`src/rtl/motor_commutation_ctrl.sv`:
```
// motor_commutation_ctrl
//   Sequencer in front of the BLDC phase driver. It filters the raw hall inputs,
//   checks every accepted hall transition against the commutation sequence,
//   keeps a signed rotor position count, detects stall and illegal hall codes,
//   and slew-limits the duty cycle. A direction change ramps duty to 0, flips
//   the applied direction, then ramps back up.
// Ports
//   clock, reset      system clock, synchronous active-high reset
//   hall_raw[2:0]     asynchronous hall sensor inputs
//   duty_cmd          commanded duty (unsigned)
//   dir_cmd           commanded direction, 1 = forward
//   enable            run request
//   clear_fault       clears both faults, only in FAULT with enable=0
//   hall_out[2:0]     filtered hall code to the phase driver
//   duty_out          slew-limited duty to the phase driver
//   dir_out           applied direction
//   drive_en          1 = phase driver may switch, 0 = coast
//   hall_count        signed position count, wraps two's-complement
//   fault_stall       sticky stall fault
//   fault_hall        sticky illegal-transition/code fault
//   state[1:0]        0 IDLE, 1 RUN, 2 REVERSE, 3 FAULT
module motor_commutation_ctrl #(
  parameter int DUTY_CYCLE_WIDTH = 8,
  parameter int HALL_FILTER      = 4,
  parameter int RAMP_DIV         = 16,
  parameter int STALL_TIMEOUT    = 100000,
  parameter int STALL_MIN_DUTY   = 16,
  parameter int HALL_CNT_WIDTH   = 16
) (
  input  logic                              clock,
  input  logic                              reset,
  input  logic [2:0]                        hall_raw,
  input  logic [DUTY_CYCLE_WIDTH-1:0]       duty_cmd,
  input  logic                              dir_cmd,
  input  logic                              enable,
  input  logic                              clear_fault,
  output logic [2:0]                        hall_out,
  output logic [DUTY_CYCLE_WIDTH-1:0]       duty_out,
  output logic                              dir_out,
  output logic                              drive_en,
  output logic signed [HALL_CNT_WIDTH-1:0]  hall_count,
  output logic                              fault_stall,
  output logic                              fault_hall,
  output logic [1:0]                        state
);

  localparam int DCW = DUTY_CYCLE_WIDTH;
  localparam int HCW = HALL_CNT_WIDTH;
  localparam int FCW = $clog2(HALL_FILTER + 1);
  localparam int TW  = $clog2(STALL_TIMEOUT + 1);
  localparam int PW  = (RAMP_DIV > 1) ? $clog2(RAMP_DIV) : 1;

  typedef enum logic [1:0] {
    S_IDLE  = 2'd0,
    S_RUN   = 2'd1,
    S_REV   = 2'd2,
    S_FAULT = 2'd3
  } state_e;

  // Next code in the forward sequence 101->100->110->010->011->001->101.
  function automatic logic [2:0] fwd_of(input logic [2:0] c);
    case (c)
      3'b101:  fwd_of = 3'b100;
      3'b100:  fwd_of = 3'b110;
      3'b110:  fwd_of = 3'b010;
      3'b010:  fwd_of = 3'b011;
      3'b011:  fwd_of = 3'b001;
      3'b001:  fwd_of = 3'b101;
      default: fwd_of = 3'b000;
    endcase
  endfunction

  function automatic logic legal(input logic [2:0] c);
    legal = (c != 3'b000) && (c != 3'b111);
  endfunction

  // Flops
  logic [2:0]              sync1_q, sync1_d, sync2_q, sync2_d, cand_q, cand_d;
  logic [FCW-1:0]          flt_cnt_q, flt_cnt_d;
  logic [2:0]              hall_q, hall_d;
  logic [DCW-1:0]          duty_q, duty_d;
  logic                    dir_q, dir_d;
  logic                    drive_en_q, drive_en_d;
  logic signed [HCW-1:0]   hall_count_q, hall_count_d;
  logic                    fault_stall_q, fault_stall_d;
  logic                    fault_hall_q, fault_hall_d;
  logic [TW-1:0]           timer_q, timer_d;
  logic [PW-1:0]           pre_q, pre_d;
  state_e                  state_q, state_d;

  // Combinational helpers
  logic                    hall_chg, step_fwd, step_rev, illegal;
  logic                    hall_err, stall_hit, fault_evt, ramp_tick;
  logic [DCW-1:0]          ramp_tgt, duty_ramp;

  always_comb begin
    // Hall filter: sync flops feed a run-length counter of the synced value.
    // cand_q is the synced value one cycle earlier, so a differing sample
    // restarts the run at 1.
    sync1_d = hall_raw;
    sync2_d = sync1_q;
    cand_d  = sync2_q;
    if (sync2_q != cand_q)
      flt_cnt_d = FCW'(1);
    else if (flt_cnt_q < FCW'(HALL_FILTER))
      flt_cnt_d = flt_cnt_q + FCW'(1);
    else
      flt_cnt_d = flt_cnt_q;
    hall_d = hall_q;
    if (flt_cnt_d >= FCW'(HALL_FILTER))
      hall_d = sync2_q;

    // Transition check against the previous accepted code. An old code of
    // 000 only happens right after reset and is neither counted nor checked.
    hall_chg = (hall_d != hall_q);
    step_fwd = hall_chg && legal(hall_q) && legal(hall_d) && (hall_d == fwd_of(hall_q));
    step_rev = hall_chg && legal(hall_q) && legal(hall_d) && (fwd_of(hall_d) == hall_q);
    illegal  = hall_chg && (hall_q != 3'b000) && !step_fwd && !step_rev;

    hall_count_d = hall_count_q;
    if (step_fwd)
      hall_count_d = hall_count_q + HCW'(1);
    else if (step_rev)
      hall_count_d = hall_count_q - HCW'(1);

    // Stall timer; a hall change in the timeout cycle wins over the fault.
    if (state_q != S_RUN || hall_chg)
      timer_d = '0;
    else if (timer_q != TW'(STALL_TIMEOUT))
      timer_d = timer_q + TW'(1);
    else
      timer_d = timer_q;

    hall_err  = illegal && (state_q == S_RUN || state_q == S_REV);
    stall_hit = (state_q == S_RUN) && !hall_chg &&
                (duty_q >= DCW'(STALL_MIN_DUTY)) && (timer_q == TW'(STALL_TIMEOUT));
    fault_evt = hall_err || stall_hit;

    // Ramp prescaler only runs while driving so the first step after leaving
    // IDLE is a full RAMP_DIV period away.
    ramp_tick = (pre_q == PW'(RAMP_DIV - 1));
    if (state_q == S_IDLE || state_q == S_FAULT || ramp_tick)
      pre_d = '0;
    else
      pre_d = pre_q + PW'(1);

    ramp_tgt  = (state_q == S_RUN) ? duty_cmd : '0;
    duty_ramp = duty_q;
    if (ramp_tick) begin
      if (duty_q < ramp_tgt)
        duty_ramp = duty_q + DCW'(1);
      else if (duty_q > ramp_tgt)
        duty_ramp = duty_q - DCW'(1);
    end

    // FSM
    state_d       = state_q;
    duty_d        = duty_q;
    dir_d         = dir_q;
    fault_stall_d = fault_stall_q;
    fault_hall_d  = fault_hall_q;
    if (fault_evt) begin
      state_d       = S_FAULT;
      duty_d        = '0;
      fault_stall_d = fault_stall_q | stall_hit;
      fault_hall_d  = fault_hall_q | hall_err;
    end else begin
      case (state_q)
        S_IDLE: begin
          duty_d = '0;
          if (enable) begin
            state_d = S_RUN;
            dir_d   = dir_cmd;
          end
        end
        S_RUN: begin
          if (!enable) begin
            state_d = S_IDLE;
            duty_d  = '0;
          end else begin
            duty_d = duty_ramp;
            if (dir_cmd != dir_q)
              state_d = S_REV;
          end
        end
        S_REV: begin
          if (!enable) begin
            state_d = S_IDLE;
            duty_d  = '0;
          end else if (duty_q == '0) begin
            // Flip only at zero duty; dir_cmd may have reverted meanwhile.
            dir_d   = dir_cmd;
            state_d = S_RUN;
          end else begin
            duty_d = duty_ramp;
          end
        end
        default: begin
          duty_d = '0;
          if (clear_fault && !enable) begin
            fault_stall_d = 1'b0;
            fault_hall_d  = 1'b0;
            state_d       = S_IDLE;
          end
        end
      endcase
    end
    drive_en_d = (state_d == S_RUN) || (state_d == S_REV);
  end

  always_ff @(posedge clock) begin
    if (reset) begin
      sync1_q       <= '0;
      sync2_q       <= '0;
      cand_q        <= '0;
      flt_cnt_q     <= '0;
      hall_q        <= '0;
      duty_q        <= '0;
      dir_q         <= 1'b1;
      drive_en_q    <= 1'b0;
      hall_count_q  <= '0;
      fault_stall_q <= 1'b0;
      fault_hall_q  <= 1'b0;
      timer_q       <= '0;
      pre_q         <= '0;
      state_q       <= S_IDLE;
    end else begin
      sync1_q       <= sync1_d;
      sync2_q       <= sync2_d;
      cand_q        <= cand_d;
      flt_cnt_q     <= flt_cnt_d;
      hall_q        <= hall_d;
      duty_q        <= duty_d;
      dir_q         <= dir_d;
      drive_en_q    <= drive_en_d;
      hall_count_q  <= hall_count_d;
      fault_stall_q <= fault_stall_d;
      fault_hall_q  <= fault_hall_d;
      timer_q       <= timer_d;
      pre_q         <= pre_d;
      state_q       <= state_d;
    end
  end

  assign hall_out    = hall_q;
  assign duty_out    = duty_q;
  assign dir_out     = dir_q;
  assign drive_en    = drive_en_q;
  assign hall_count  = hall_count_q;
  assign fault_stall = fault_stall_q;
  assign fault_hall  = fault_hall_q;
  assign state       = state_q;

endmodule

```
`config.mk`:
```
export PLATFORM = sky130hd
export DESIGN_NAME = motor_commutation_ctrl
export DESIGN_NICKNAME = d
export VERILOG_FILES = /design/src/rtl/motor_commutation_ctrl.sv
export SDC_FILE = /design/constraint.sdc
export NUM_CORES = 1
export LEC_CHECK = 0
export BUFFER_PORTS_ARGS = -buffer_cell sky130_fd_sc_hd__buf_2
export CAP_MARGIN = 20
export CORE_ASPECT_RATIO = 1.1
export CORE_MARGIN = 2
export CORE_UTILIZATION = 25
export CTS_CLUSTER_SIZE = 8
export DETAILED_ROUTE_END_ITERATION = 8
export GPL_ROUTABILITY_DRIVEN = 0
export PLACE_DENSITY = 0.49
export RECOVER_POWER = 25
export REMOVE_ABC_BUFFERS = 1
export SETUP_SLACK_MARGIN = 0.02
export SLEW_MARGIN = 25
export SYNTH_ARGS = -nofsm -noshare
export SYNTH_HDL_FRONTEND = slang
export SYNTH_SLANG_ARGS = --single-unit
export TNS_END_PERCENT = 20
```
`constraint.sdc`:
```
create_clock -name clock -period 9.5 [get_ports clock]
set_input_delay 0.475 -clock clock [delete_from_list [all_inputs] [get_ports clock]]
set_output_delay 0.475 -clock clock [all_outputs]
set_load 0.02 [all_outputs]
```
==> impl_results.md <==
* Largest net degree at the start of global routing at 37
* Total iterations of the first detailed-routing run at 4
* PostCTS Resize Cnt at 0
* Comb power frac at 12.9%
* CTS H-tree lvls at 3
* Syn Area/Cell at 8.23 um2
* Internal power at 580 uW
* Final Setup Violations at 0
* WP data arrival at approximately 4.8 ns
* Pins Over Slew Limit at 37
* Async set-reset flop share out of synthesis at 0%
* Worst path required time at between 9 and 10 ns
* RR Startpoint: state[1]
* CTS Sinks at 66
* WHS Endpoint: sync1_q[1]
* Gr ovfl total at 0
* Worst-Skew Late Latency at 0.34 ns
* Port Buffers at 48
* Failing checks: capacitance limit, slew limit
* Tcrit/Tclk final at 48.0%
* Net switching power at between 150 and 200 uW
* First-pass GRT wire length at 16400 um
* Pwr Density at 160 mW/mm2
* Initial Util at 25.3%
* DRC Markers at 0
* Top cells by count, synth: dfxtp_1 (66), nor2_1 (59), nand2_1 (48)
* Worst-Margin Slew at about 1.6 ns
* Post-synth EDFFs at 0
* Via density at 4.74
* DP HPWL at approximately 7000 um
* Period minus WS final at 4.56 ns
* Per-cell routed wire length at 12.9 um
* Final WL at just under 10000 um
* Synth area leader: dfxtp_1
* Synth top area share at 32.2%
* Sum Neg Setup Slack at 0 ns
* Worst clock skew at between 0.006 and 0.007 ns
* Seq pwr share at 37.4%
* Initial antenna violation count at 1
* ANT cells at 0
* Vias in the first global route at 3496
* Worst rel slew slack at -6.74%
* Clock Path Buffers at 2
* Antenna viol nets, final at 0
* Critical Path, Cell by Cell: inv_1, ha_1, nand2_1, ha_1, nor2b_1, o21ai_0, nand2b_1, a21oi_1, o21ai_0, ha_1, a21o_1, a21oi_1, o21ai_0, o41ai_1, xor2_1, or4_1, a31oi_1
* Clock share of power at 49.6%
* Leak pwr at between 0.0015 and 0.002 uW
* Outcome: finished, violations left
* Synth Register Bits at 66
* Startpoint types: flip-flop
* FMAX at 219 MHz
* GRT Util Overall at 11.5%
* Post-synthesis cell type count at between 50 and 60
* TritonCTS buffer count at 9
* Area Overhead vs Synth at 18.4%
* Share of post-route cells with drive strength above 1 at 12.1%
* Netlist Area Pre-Place at 0.00411 mm2
* Hold_sp: hall_raw[1]
* Sw frac at 25.6%
* Clk slew on worst S/H paths at 0.06 ns
* VDD IR-drop max at around 76 uV
* Unrepaired setup endpoints after global routing: no
* Worst setup path category: flip-flop to flip-flop
* Critical path fanouts, max at 13
* Synth area leaders: dfxtp_1 (32%), ha_1 (11%), nor2_1 (5.4%), nand2_1 (4.4%), xor2_1 (4.3%)
* Final Hold Fails at 0
* Yosys warnings at 0
* Num ports at 49
* Row count at 49
* Cells on Worst Hold Path at 2
* CTS tree: yes
* Die Area at 0.0175 mm2
* DR vias at 3558
* Max-cap violations at 1
* Cell with the most instances after synthesis: dfxtp_1
* Root Buffer Master: clkbuf_16
* Power Total at 779 uW
* Register-to-register setup slack at 4.94 ns
* Crit end category: flip-flop
* Post-CTS Setup Inserts at 0
* Reg-to-Reg End: duty_out[7]
* Crit-path max cell delay at between 0.7 and 0.8 ns
* Synth Instances at 499
* Initial DRC Count at 178
* Die Y at between 100 and 150 um
* Chip Width at 126 um
* Worst Setup SP: state[1]
* Min-Delay Path Class: primary input to flip-flop
* Core Area at 0.0162 mm2
* Ys flop type: dfxtp_1
* Seq/Total Area, Yosys at 32.2%
* Final #Nets at ~600
* Post-CTS Hold Fix Bufs at 0
* Reg2Reg Depth at 17
* Slowest CP cell: o21ai_0
==> state kept, by name, indices dropped and copies added, names as in the netlist, 4 cells and up <==
signal	cells
timer_q	17
hall_count	16
duty_out	8
pre_q	4
==> area by class of cell <==
class	instances	area [um2]
Clock buffer	9	225
Fill cell	1764	11400
Sequential cell	66	1320
Clock inverter	7	118
Timing Repair Buffer	49	231
Inverter	20	75.1
Tap cell	204	255
Multi-Input combinational cell	395	2640
==> through the flow <==
| step | utilization, % | hold slack, ns | instance area (um2) | setup WS [ns] | cells |
|---|---|---|---|---|---|
| global placement | 27.9 | 0.432 | 4540 | 4.98 | 734 |
| floorplan | - | 0.414 | 4030 | 5.55 | 481 |
| CTS | 30.0 | 0.350 | 4880 | 4.88 | 750 |
| finish | 29.9 | 0.357 | 4860 | 4.94 | 750 |
| global route | 29.9 | 0.356 | 4860 | 4.57 | 750 |
| detailed placement | 27.9 | 0.428 | 4540 | 4.93 | 734 |
==> cells by family after synthesis <==
logic type	after synthesis	share of synthesized area [%]
XOR/XNOR	42	9.50
multiplexers	12	2.95
AND/OR/NAND/NOR	202	23.8
AO/OA/AOI/OAI	100	15.7
flip-flops	66	32.2
buffers and inverters	38	3.66
adder cells (fa/ha/maj)	39	12.2
==> routing by layer <==
metal	wire length, um	share of wire, %	global-route usage [%]	vias to the layer above
met5	0	0	0	-
met3	583	6.0	4.91	9
met1	4440	46	13.3	1664
met4	104	1.1	3.01	0
li1	-	-	-	1829
met2	4540	47	19.4	56
==> worst max path at each step <==
stage,endpoint
6_report,duty_out[7]
5_1_grt,duty_out[7]
4_1_cts,duty_out[7]
3_5_place_dp,duty_out[7]
3_3_place_gp,duty_out[7]
2_1_floorplan,duty_out[7]
==> worst max-delay path: cells and delay by family, from the launching register on <==
kind	cells	cell delay, ns
compound gates	8	1.99
xor+xnor	1	0.15
fa+ha+maj	3	1.16
buf+inv	1	0.09
flops	1	0.36
simple gates	4	0.72
==> layout by cell type (no fill, tap or decap), types with 3 or more instances in the layout <==
| master | instances |
|---|---|
| nand2_1 | 48 |
| nand4_1 | 6 |
| buf_2 | 38 |
| a21oi_1 | 34 |
| xnor2_2 | 3 |
| bufinv_16 | 3 |
| nand3_1 | 20 |
| inv_1 | 20 |
| nor2b_1 | 17 |
| nor4_1 | 3 |
| mux2i_1 | 11 |
| or4_1 | 4 |
| xor2_1 | 20 |
| a21o_1 | 6 |
| nor2_1 | 59 |
| xnor2_1 | 19 |
| nand2b_1 | 3 |
| dfxtp_1 | 66 |
| a211oi_1 | 3 |
| o21a_1 | 7 |
| or3_1 | 16 |
| o21ai_0 | 21 |
| a31oi_1 | 4 |
| o41ai_1 | 3 |
| and2_1 | 3 |
| clkbuf_16 | 9 |
| ha_1 | 37 |
| clkbuf_1 | 11 |
| clkinvlp_4 | 3 |
| nor3_1 | 10 |
==> power by group through the flow <==
stage,sequential [uW],clock [uW],combinational [uW]
global route,293,410,114
finish,292,387,101
floorplan,300,0,70.2
detailed placement,298,0,102
CTS,292,402,102
global placement,298,0,99.4
(Power assumes the default switching activity.)
